--- src/rtl/sdram_sched_pkg.sv ---
// Shared types and default timing constants for the SDRAM bus scheduler.
package sdram_sched_pkg;

  localparam int DEF_REFRESH_CYCLES = 780;
  localparam int DEF_FIN_TIMEOUT    = 255;

  typedef enum logic [3:0] {
    ST_INIT_START = 4'd0,
    ST_INIT_WAIT  = 4'd1,
    ST_IDLE       = 4'd2,
    ST_REF_START  = 4'd3,
    ST_REF_WAIT   = 4'd4,
    ST_WR_START   = 4'd5,
    ST_WR_WAIT    = 4'd6,
    ST_RD_START   = 4'd7,
    ST_RD_WAIT    = 4'd8,
    ST_GAP        = 4'd9
  } sched_state_e;

  typedef enum logic {
    SRV_READ  = 1'b0,
    SRV_WRITE = 1'b1
  } served_e;

endpackage

--- src/rtl/sdram_refresh_timer.sv ---
// Periodic refresh demand: down-counter that raises pending on expiry and
// flags an overrun when the previous demand has not been picked up yet.
module sdram_refresh_timer
  import sdram_sched_pkg::*;
#(
  parameter int REFRESH_CYCLES = DEF_REFRESH_CYCLES
) (
  input  logic iclk,
  input  logic ctr_reset,
  input  logic en_i,
  input  logic clr_pending_i,
  output logic pending_o,
  output logic overrun_o
);

  localparam int CW = (REFRESH_CYCLES > 1) ? $clog2(REFRESH_CYCLES) : 1;
  localparam logic [CW-1:0] RELOAD = CW'(REFRESH_CYCLES - 1);

  logic [CW-1:0] cnt_q, cnt_d;
  logic          pending_q, pending_d;
  logic          overrun_q, overrun_d;
  logic          expire_s;

  // Next-state for counter and flags; a fresh expiry wins over a same-cycle clear.
  always_comb begin
    expire_s = en_i && (cnt_q == '0);
    if (!en_i)        cnt_d = cnt_q;
    else if (expire_s) cnt_d = RELOAD;
    else              cnt_d = cnt_q - CW'(1);
    pending_d = expire_s | (pending_q & ~clr_pending_i);
    overrun_d = overrun_q | (expire_s & pending_q & ~clr_pending_i);
  end

  // Timer registers.
  always_ff @(posedge iclk or posedge ctr_reset) begin
    if (ctr_reset) begin
      cnt_q     <= RELOAD;
      pending_q <= 1'b0;
      overrun_q <= 1'b0;
    end else begin
      cnt_q     <= cnt_d;
      pending_q <= pending_d;
      overrun_q <= overrun_d;
    end
  end

  assign pending_o = pending_q;
  assign overrun_o = overrun_q;

endmodule

--- src/rtl/sdram_scheduler.sv ---
// SDRAM bus sequencer: init once, then grants the bus to one of the refresh,
// write or read engines at a time with fin timeouts and a turnaround gap.
module sdram_scheduler
  import sdram_sched_pkg::*;
#(
  parameter int REFRESH_CYCLES = DEF_REFRESH_CYCLES,
  parameter int FIN_TIMEOUT    = DEF_FIN_TIMEOUT
) (
  input  logic iclk,
  input  logic ctr_reset,
  input  logic iwr_req,
  input  logic ird_req,
  output logic owr_ack,
  output logic ord_ack,
  output logic oinit_done,
  output logic obusy,
  output logic oref_overrun,
  output logic otimeout,
  output logic init_req,
  output logic ref_req,
  output logic wr_req,
  output logic rd_req,
  output logic init_enb,
  output logic ref_enb,
  output logic wr_enb,
  output logic rd_enb,
  input  logic init_fin,
  input  logic ref_fin,
  input  logic wr_fin,
  input  logic rd_fin
);

  localparam logic [7:0] TO_LAST = 8'(FIN_TIMEOUT - 1);

  sched_state_e state_q, state_d;
  served_e      last_q, last_d;
  logic [7:0]   to_cnt_q, to_cnt_d;
  logic         fin_s, to_hit_s, clr_pend_s, ref_pend_s;
  logic         init_ok_s, wr_ok_s, rd_ok_s;

  sdram_refresh_timer #(.REFRESH_CYCLES(REFRESH_CYCLES)) u_ref_timer (
    .iclk          (iclk),
    .ctr_reset     (ctr_reset),
    .en_i          (oinit_done),
    .clr_pending_i (clr_pend_s),
    .pending_o     (ref_pend_s),
    .overrun_o     (oref_overrun)
  );

  // Completion from whichever engine currently owns the bus.
  always_comb begin
    case (state_q)
      ST_INIT_WAIT: fin_s = init_fin;
      ST_REF_WAIT:  fin_s = ref_fin;
      ST_WR_WAIT:   fin_s = wr_fin;
      ST_RD_WAIT:   fin_s = rd_fin;
      default:      fin_s = 1'b0;
    endcase
  end

  // Next state, arbitration and timeout counter.
  always_comb begin
    state_d    = state_q;
    last_d     = last_q;
    to_cnt_d   = to_cnt_q;
    to_hit_s   = 1'b0;
    clr_pend_s = 1'b0;
    case (state_q)
      ST_INIT_START: begin
        to_cnt_d = 8'd0;
        // Out of reset the start pulse has not been shown yet; hold one cycle for it.
        if (init_req) state_d = ST_INIT_WAIT;
        else          state_d = ST_INIT_START;
      end
      ST_REF_START: begin to_cnt_d = 8'd0; state_d = ST_REF_WAIT; end
      ST_WR_START:  begin to_cnt_d = 8'd0; state_d = ST_WR_WAIT;  end
      ST_RD_START:  begin to_cnt_d = 8'd0; state_d = ST_RD_WAIT;  end
      ST_INIT_WAIT, ST_REF_WAIT, ST_WR_WAIT, ST_RD_WAIT: begin
        to_cnt_d = to_cnt_q + 8'd1;
        if (fin_s) begin
          state_d = ST_GAP;
        end else if (to_cnt_q == TO_LAST) begin
          to_hit_s = 1'b1;
          state_d  = (state_q == ST_INIT_WAIT) ? ST_INIT_START : ST_GAP;
        end else begin
          state_d = state_q;
        end
      end
      ST_IDLE: begin
        if (ref_pend_s) begin
          state_d    = ST_REF_START;
          clr_pend_s = 1'b1;
        end else if (iwr_req && (!ird_req || last_q == SRV_READ)) begin
          state_d = ST_WR_START;
          last_d  = SRV_WRITE;
        end else if (ird_req) begin
          state_d = ST_RD_START;
          last_d  = SRV_READ;
        end else begin
          state_d = ST_IDLE;
        end
      end
      ST_GAP:  state_d = ST_IDLE;
      default: state_d = ST_INIT_START;
    endcase
  end

  assign init_ok_s = (state_q == ST_INIT_WAIT) && fin_s;
  assign wr_ok_s   = (state_q == ST_WR_WAIT) && fin_s;
  assign rd_ok_s   = (state_q == ST_RD_WAIT) && fin_s;

  // State register plus outputs registered from the state being entered.
  always_ff @(posedge iclk or posedge ctr_reset) begin
    if (ctr_reset) begin
      state_q    <= ST_INIT_START;
      last_q     <= SRV_READ;
      to_cnt_q   <= 8'd0;
      init_req   <= 1'b0;
      ref_req    <= 1'b0;
      wr_req     <= 1'b0;
      rd_req     <= 1'b0;
      init_enb   <= 1'b0;
      ref_enb    <= 1'b0;
      wr_enb     <= 1'b0;
      rd_enb     <= 1'b0;
      obusy      <= 1'b0;
      owr_ack    <= 1'b0;
      ord_ack    <= 1'b0;
      oinit_done <= 1'b0;
      otimeout   <= 1'b0;
    end else begin
      state_q    <= state_d;
      last_q     <= last_d;
      to_cnt_q   <= to_cnt_d;
      init_req   <= (state_d == ST_INIT_START);
      ref_req    <= (state_d == ST_REF_START);
      wr_req     <= (state_d == ST_WR_START);
      rd_req     <= (state_d == ST_RD_START);
      init_enb   <= (state_d == ST_INIT_START) || (state_d == ST_INIT_WAIT);
      ref_enb    <= (state_d == ST_REF_START) || (state_d == ST_REF_WAIT);
      wr_enb     <= (state_d == ST_WR_START) || (state_d == ST_WR_WAIT);
      rd_enb     <= (state_d == ST_RD_START) || (state_d == ST_RD_WAIT);
      obusy      <= (state_d != ST_IDLE);
      owr_ack    <= wr_ok_s;
      ord_ack    <= rd_ok_s;
      oinit_done <= oinit_done | init_ok_s;
      otimeout   <= otimeout | to_hit_s;
    end
  end

endmodule

--- config.mk ---
export PLATFORM = sky130hd
export DESIGN_NAME = sdram_scheduler
export DESIGN_NICKNAME = d
export VERILOG_FILES = /design/src/rtl/sdram_sched_pkg.sv /design/src/rtl/sdram_refresh_timer.sv /design/src/rtl/sdram_scheduler.sv
export SDC_FILE = /design/constraint.sdc
export NUM_CORES = 1
export LEC_CHECK = 0
export ABC_AREA = 0
export CORE_ASPECT_RATIO = 1.25
export CORE_UTILIZATION = 33
export DETAILED_ROUTE_END_ITERATION = 8
export PLACE_DENSITY = 0.51
export SLEW_MARGIN = 40
export SYNTH_ARGS = -nofsm -noshare
export SYNTH_HDL_FRONTEND = slang
export SYNTH_SLANG_ARGS = --single-unit
export TNS_END_PERCENT = 1
--- constraint.sdc ---
create_clock -name iclk -period 4.38 [get_ports iclk]
set_input_delay 0.657 -clock iclk [delete_from_list [all_inputs] [get_ports iclk]]
set_output_delay 0.657 -clock iclk [all_outputs]
set_load 0.01 [all_outputs]
## After elaboration in Yosys (flattened, before gate mapping)

Index checks and enable logic that the tools add are counted.

| word-level totals | value |
|---|---|
| output and inout bits | 14 |
| input port bits | 8 |
| flip-flop bits (word level) | 38 |

| operators by class | value |
|---|---|
| add/subtract/negate cells | 2 |
| multiplexer cells | 18 |
| bitwise logic cells | 10 |
| equality and inequality tests | 18 |
| reduce and logical (&&, ||, !) cells | 19 |

Operators by type and width:

| cell | count |
|---|---|
| $eq 4x3->1 const B | 8 |
| $pmux 4 s7 | 1 |
| $pmux 8 s2 | 1 |
| $eq 4x2->1 const B | 3 |
| $eq 4x4->1 const B | 3 |
| $mux 4 | 3 |
| $logic_not 10->1 | 1 |
| $mux 10 | 1 |
| $sub 10x1->10 const B | 1 |
| $mux 3 | 3 |
| $add 8x1->8 const B | 1 |
| $eq 4x1->1 const B | 2 |
| $eq 8x8->1 const B | 1 |
| $logic_not 4->1 | 2 |
| $mux 1 | 8 |
| $reduce_or 4->1 | 2 |
| $logic_and 1x1->1 | 5 |
| $logic_or 1x1->1 | 5 |
| $ne 4x2->1 const B | 1 |
| $or 1x1->1 | 4 |
| $pmux 1 s4 | 1 |
| $reduce_bool 2->1 | 2 |
| $and 1x1->1 | 3 |
| $not 1->1 | 3 |
| 2 further kinds | 2 |

## Logic depth before layout (Yosys ltp)

Gate-level depths: netlist of the first run.

| depth | value |
|---|---|
| depth after elaboration | 8 |
| depth in mapped cells | 8 |

## Hierarchy

Synthesis of the first run repeated with hierarchy kept, for this count alone.

| second synthesis, totals | value |
|---|---|
| cell total of the unflattened synthesis | 203 |
| area, all modules | 2,088.3 um^2 |

By module, submodules not included:

| module | sequential area each (um^2) | instances | area an instance (um^2) | cells each |
|---|---|---|---|---|
| sdram_scheduler | 650.6 | 1 | 1,441.4 | 142 |
| sdram_refresh_timer | 306.5 | 1 | 646.9 | 61 |

## Worst setup path before layout of the first run

OpenSTA, ideal clock, no wires.

| timing path | value |
|---|---|
| path type | flip-flop to flip-flop |
| start | reg u_ref_timer.cnt_q[0] |
| end | reg u_ref_timer.cnt_q[0] |
| stages on the path, launching flop included | 9 |
| arrival time | 1.789 ns |
| data required time | 4.320 ns |
| library setup time | 0.060 ns |
| slack | 2.531 ns |
| cell sequence | dfstp_2 > inv_1 > ha_1 > nand3b_4 > or4_1 > buf_2 > or3_4 > nand3_1 > o21a_1 |

| between the ends | value |
|---|---|
| word-level cells in the longest chain between the ends | 3 |

Ends and longest elaborated chain:

| what | RTL line | text |
|---|---|---|
| start: declaration | sdram_refresh_timer.sv:19 | `logic [CW-1:0] cnt_q, cnt_d;` |
| start signal: assignment | sdram_refresh_timer.sv:41 | `cnt_q <= cnt_d;` |
| parallel branches: the longest is 2 deep, another holds $sub 10x1->10 | n/a |  |
| $mux 10 * | sdram_refresh_timer.sv:28 | `else if (expire_s) cnt_d = RELOAD;` |

Mark *: on every way between the ends.
A chain may end at the register's enable or synchronous reset.

## Final worst setup path of the first run

| timing path | value |
|---|---|
| start | in iwr_req |
| end | reg rd_enb |

| between the ends | value |
|---|---|
| word-level cells in the longest chain between the ends | 6 |

Ends and longest elaborated chain:

| what | RTL line | text |
|---|---|---|
| start: declaration | sdram_scheduler.sv:11 | `input logic iwr_req,` |
| $logic_and 1x1->1 * | sdram_scheduler.sv:93 | `end else if (iwr_req && (!ird_req \|\| last_q == SRV_READ)) begin` |
| $mux 3 * | sdram_scheduler.sv:93 |  |
| $mux 3 * | sdram_scheduler.sv:90 | `if (ref_pend_s) begin` |
| $pmux 4 s7 * | sdram_scheduler.sv:68 | `case (state_q)` |
| net state_d[1] | sdram_scheduler.sv:35 | `sched_state_e state_q, state_d;` |
| $eq 4x3->1 or $eq 4x4->1 (tied branches) | sdram_scheduler.sv:142 | `rd_enb <= (state_d == ST_RD_START) \|\| (state_d == ST_RD_WAIT);` |
| $logic_or 1x1->1 * | sdram_scheduler.sv:142 |  |
| end signal: assignment | sdram_scheduler.sv:142 |  |
| end: declaration | sdram_scheduler.sv:26 | `output logic rd_enb,` |

The timed path passes the listed nets; every way through them passes the cells marked *.

==> results of run 1 <==
[final cells by class]
| cell class | count | area [um2] | share of cell area, % |
|---|---|---|---|
| clock buffer | 6 | 82.6 | 3.63 |
| clock inverter | 2 | 60.1 | 2.64 |
| inverter | 10 | 37.5 | 1.65 |
| multi-input combinational | 135 | 837 | 36.8 |
| sequential | 38 | 957 | 42.1 |
| tap | 64 | 80.1 | 3.52 |
| timing repair buffer | 22 | 218 | 9.58 |
[synthesized netlist by cell type, drive strengths merged, types with 3 or more instances]
master	count
nand2	21
dfstp	5
xnor2	6
or3	3
o21ai	10
nor2b	4
nand3	5
a21o	3
inv	10
nor2	21
o22ai	3
nand3b	3
a21oi	7
nand2b	4
buf	6
nor3	6
ha	3
mux2i	4
a22o	4
dfrtp	33
[worst max-delay path, stage by stage]
cell,delay (ns)
clkdlybuf4s50_1,0.51
inv_1,0.05
o311ai_0,0.37
o211ai_1,0.31
and2b_1,0.27
a41o_1,0.20
[path summary, 6_finish.rpt]
| check | cells after the start | startpoint | slack (ns) | endpoint |
|---|---|---|---|---|
| max | 6 | iwr_req | 2.20 | rd_enb$_DFF_PP0_ |
| min | 1 | otimeout$_DFF_PP0_ | 0.48 | otimeout$_DFF_PP0_ |
| max reg2reg | 5 | state_q[2]$_DFF_PP0_ | 2.35 | obusy$_DFF_PP0_ |
| min reg2reg | 1 | otimeout$_DFF_PP0_ | 0.48 | otimeout$_DFF_PP0_ |
| max in group asynchronous | 3 | ctr_reset | 3.25 | u_ref_timer.cnt_q[8]$_DFFE_PP1P_ |
| min in group asynchronous | 3 | ctr_reset | 0.78 | u_ref_timer.cnt_q[5]$_DFFE_PP0P_ |
[kinds of logic (layout without fill, tap and decap cells)]
| logic type | count (synthesis) | after routing | synth area share (%) |
|---|---|---|---|
| muxes | 4 | 4 | 2.14 |
| xor gates and xnor gates | 8 | 8 | 3.74 |
| adders and majority gates | 3 | 3 | 2.00 |
| and+or+nand+nor | 79 | 79 | 21.8 |
| DFF | 38 | 38 | 51.1 |
| AOI/OAI and AO/OA | 41 | 41 | 15.0 |
| buffers and inverters | 17 | 40 | 4.27 |
[stage by stage]
stage	cells	power, mW	util, %
detailed placement	269	1.17	39.1
global placement	269	1.15	39.1
finish	277	1.53	41.7
floorplan	190	0.996	-
CTS	277	1.55	41.7
global route	277	1.65	41.7
[layer usage]
metal,vias to the layer above,global-route usage (%),part of all wire [%]
li1,703,-,-
met1,693,18.0,46
met2,29,24.0,49
met3,8,3.72,3.7
met4,0,7.05,2.0
met5,-,0,0
[power groups by stage]
stage / clock (mW) / combinational (mW) / sequential [mW]
2_1_floorplan: 0 / 0.429 / 0.567
3_5_place_dp: 0 / 0.561 / 0.605
3_3_place_gp: 0 / 0.549 / 0.602
6_report: 0.372 / 0.556 / 0.600
5_1_grt: 0.395 / 0.629 / 0.622
4_1_cts: 0.382 / 0.566 / 0.600
==> flow_summary.ini, run 1 <==
[outcome]
status = finished clean

[yosys]
yosysSeqAreaShare_pct = 51.1
synth_area_mm2 = 0.00187
synth.distinct_cells = 50
synth_edf_count = 0
synth_seq_cells = 38
synth_area_leader_cell = dfrtp_1
ys_warn_count = 0
postSynthCellCount = 190
synthFlopType = dfrtp_1
avgSynthCellArea_um2 = 9.86
async_reset_ff_share_pct = 100
syn_nets = 201
synth.top_cell.area_share_pct = 44.1
synth_area_leaders = dfrtp_1 (44%), dfstp_2 (7.0%), nand2_1 (4.2%)

[detailed_routing]
wire_per_inst_um = 14.4
routed_via_density = 5.17
route.detailed.drc = 0
antenna_left = 0
firstDrtPassIters = 4
num_vias = 1433
drtIter0Drc = 70
routed_wl_um = 3980

[grt]
grt_pass1_wl_um = 6860
grt_usage_pct = 14.6
grt-ovfl-total = 0
grt_pass1_vias = 1418
antenna_found_initial = 0
grt_max_degree = 39

[floorplan]
die_h_um = 86.3
ios = 22
rows = 30
initial_core_util_pct = 34.4
dieWidth_um = 69.4
die_area_mm2 = 0.00599
core_mm2 = 0.00544

[pwr]
power.leakage_nw = 0.983
intPower_mw = 0.986
p_clk_share_pct = 24.3
pwr-share-comb_pct = 36.4
seqPwrFrac_pct = 39.2
p_sw_mw = 0.541
irDropWorstVdd_v = 0.000304
power_switching_share_pct = 35.4
powerDensity_mw_per_mm2 = 672

[layout]
drive_gt1_share_pct = 9.86
reg.largest.list = u_ref_timer.cnt_q: 10 flops, to_cnt_q: 8 flops, state_q: 4 flops
largest_reg_flops = 10
syn2layout_area_growth_pct = 21.2
diodes = 0
fin_nets = 223
layout_commonest_cell = dfrtp_1
final_cell_mix = dfrtp_1 (33), nand2_1 (21), nor2_1 (21), clkdlybuf4s50_1 (21)
stdcell_area_mm2 = 0.00227
num-fill-cells = 525
top_register = u_ref_timer.cnt_q

[sta]
setup_ws_ns = 2.20
setup_viol = 0
hold_viol = 0
tightest_slew_ns = 0.612
final_max_slew_viol_count = 0
rsz0062_at_grt = no
period_share_pct = 49.7
min_period_ns = 2.18
skew_ns = 0.00763
maxSlewHeadroom_pct = 58.6
fin_hold_ws_ns = 0.475
max_freq_mhz = 459
fin_setup_tns_ns = 0

[placed_design]
post-dp-hpwl_um = 2840
post_dp_cell_area_mm2 = 0.00213
dp_slack_ns = 1.87
gp_congestion = 0.831
portBuffers = 21

[cts]
cts_max_level = 2
clk_pin_slew_ns = 0.07
ctsHoldBuffers = 0
root_buffer = clkbuf_8
clock_sinks = 38
insertion_delay_ns = 0.30
cts_tree = done
postCtsSetupBuffers = 0
cts_buffer_depth = 2
numCtsBuffers = 5
cts-resized-gates = 0

[critical_path]
end_kind = register
worst_ep_arrival_time_ns = 2.36
crit_fanout = 8
worstSetupPathType = primary input to register
startpoint_type = primary input
cp.required_ns = 4.56

[flow_run]
drv_cap = 0

[worst_hold_path]
hold_path_class = register to register
Power figures use the tool's default switching activity.
==> run 2, diff against run 1 <==
- PLACE_DENSITY: 0.51 -> 0.53
- clock period: 4.38 -> 1.75 ns (I/O delays scaled with it)
==> run 2 against run 1 <==
Net effect: sequential power up 140%; register-to-register slack worse by 2.3 ns; routed wire length up 6.4%; critical path depth unchanged; first-iteration DRC count down 41%; setup slack worse by 2.2 ns; cell count up 18%; combinational power rose to 4.0 times the previous value.
==> flow_summary.ini, run 2 (synthesis gave the netlist of run 1 again) <==
[outcome]
status = finished clean

[placed_design]
portBuffers = 21
post-dp-hpwl_um = 3110
post_dp_cell_area_mm2 = 0.00251
gp_congestion = 0.850

[floorplan]
die_area_mm2 = 0.00599
initial_core_util_pct = 34.4
core_mm2 = 0.00544
die_h_um = 86.3
ios = 22
dieWidth_um = 69.4
rows = 30

[sta]
skew_ns = 0.00340
max_freq_mhz = 574
maxSlewHeadroom_pct = 73.3
period_share_pct = 99.5
setup_viol = 0
final_max_slew_viol_count = 0
hold_viol = 0
min_period_ns = 1.74
tightest_slew_ns = 0.395
rsz0062_at_grt = yes

[layout]
fin_nets = 272
stdcell_area_mm2 = 0.00270
num-fill-cells = 528
reg.largest.list = u_ref_timer.cnt_q: 10 flops, to_cnt_q: 8 flops, state_q: 4 flops
final_cell_mix = buf_4 (49), dfrtp_1 (32), nand2_1 (21), clkdlybuf4s50_1 (21), nor2_1 (18)
seqCellArea_um2 = 958
syn2layout_area_growth_pct = 43.9
diodes = 0
top_register = u_ref_timer.cnt_q
multiInputGateArea_um2 = 927
layout_commonest_cell = buf_4
drive_gt1_share_pct = 34.4
largest_reg_flops = 10

[detailed_routing]
route.detailed.drc = 0
wire_per_inst_um = 13.0
routed_wl_um = 4230
antenna_left = 0
routed_via_density = 4.88
drtIter0Drc = 41
num_vias = 1590
firstDrtPassIters = 4

[pwr]
irDropWorstVdd_v = 0.000681
fin_total_pwr_mw = 4.29
power.leakage_nw = 1.22
p_clk_share_pct = 14.8
powerDensity_mw_per_mm2 = 1590
intPower_mw = 2.75
power_switching_share_pct = 35.9
p_sw_mw = 1.54
seqPwrFrac_pct = 32.9
pwr-share-comb_pct = 52.3

[cts]
cts_tree = done
ctsHoldBuffers = 0
root_buffer = clkbuf_8
clk_pin_slew_ns = 0.08
cts_buffer_depth = 2
numCtsBuffers = 5
cts_max_level = 2
clock_sinks = 38
insertion_delay_ns = 0.29

[grt]
grt-ovfl-total = 0
grt_usage_pct = 15.8
grt_pass1_wl_um = 7410
antenna_found_initial = 0
grt_max_degree = 39
grt_pass1_vias = 1619

[critical_path]
slowest_delay_ns = 0.42
crit_path_top_delay_cell = or4_4
cp_cell_sequence = inv_2, ha_4, nand3b_4, or4_4, or3_4, a31oi_1
path_buf_inv = 1
startpoint_type = register
path_delay_family = simple AND/OR/NAND/NOR gates
end_kind = register
crit_fanout = 5
worstSetupPathType = register to register
cp.required_ns = 1.97
worst_ep_arrival_time_ns = 1.96

[worst_hold_path]
hold_path_class = primary input to async pin

[flow_run]
drv_cap = 0
run 2: final timing paths:
| check | cells past startpoint | slack (ns) | from | endpoint |
|---|---|---|---|---|
| setup reg to reg | 6 | 0.008 | u_ref_timer.cnt_q[1]$_DFFE_PP1P_ | u_ref_timer.cnt_q[1]$_DFFE_PP1P_ |
| min in group iclk | 1 | 0.47 | otimeout$_DFF_PP0_ | otimeout$_DFF_PP0_ |
| setup / recovery | 6 | 0.008 | u_ref_timer.cnt_q[1]$_DFFE_PP1P_ | u_ref_timer.cnt_q[1]$_DFFE_PP1P_ |
| max in group asynchronous | 3 | 1.18 | ctr_reset | u_ref_timer.cnt_q[3]$_DFFE_PP1P_ |
| hold / removal | 3 | 0.31 | ctr_reset | u_ref_timer.cnt_q[7]$_DFFE_PP0P_ |
| hold reg to reg | 1 | 0.47 | otimeout$_DFF_PP0_ | otimeout$_DFF_PP0_ |
run 2: what timing repair did:
| action | 4_1_cts | 5_1_grt |
|---|---|---|
| endpoints found under the setup margin | 11 | 23 |
| resized for setup | 6 | 13 |
| pin swaps | 2 | 6 |
| buffers inserted | 0 | 2 |
| endpoints found under the hold margin | 0 | 0 |
run 2: worst min-delay path: stages:
cell and delay (ns):
clkdlybuf4s50_1 0.39, inv_1 0.09, buf_12 0.23
run 2: area by class of cell:
type,instances,share of cell area [%]
Tap cell,64,2.97
Clock buffer,6,3.06
Multi-Input combinational cell,135,34.4
Clock inverter,2,0.464
Timing Repair Buffer,71,22.2
Sequential cell,38,35.5
Inverter,10,1.39
run 2: per-stage QoR:
| step | util (%) | cells | setup slack (ns) | hold slack, ns | setup TNS (ns) |
|---|---|---|---|---|---|
| CTS | 48.3 | 324 | -0.0273 | 0.316 | -0.0543 |
| finish | 49.5 | 326 | 0.00789 | 0.313 | 0 |
| global route | 49.5 | 326 | -0.0927 | 0.343 | -0.415 |
| global placement | 46.1 | 316 | -0.114 | 0.450 | -0.760 |
| detailed placement | 46.1 | 316 | -0.183 | 0.459 | -1.12 |
| floorplan | - | 190 | -0.0402 | 0.386 | -0.0662 |
run 2: layer usage:
| metal | routed length (um) | track usage, % | vias to the layer above |
|---|---|---|---|
| li1 | - | - | 802 |
| met3 | 161 | 3.60 | 7 |
| met5 | 0 | 0 | - |
| met4 | 88 | 6.86 | 0 |
| met1 | 1920 | 19.0 | 748 |
| met2 | 2060 | 27.0 | 33 |
run 2: power by group through the flow:
stage / sequential, mW / combinational, mW / clock [mW]
floorplan: 1.42 / 1.10 / 0
global placement: 1.42 / 2.09 / 0
detailed placement: 1.42 / 2.11 / 0
CTS: 1.41 / 2.16 / 0.661
global route: 1.46 / 2.50 / 0.697
finish: 1.41 / 2.24 / 0.633
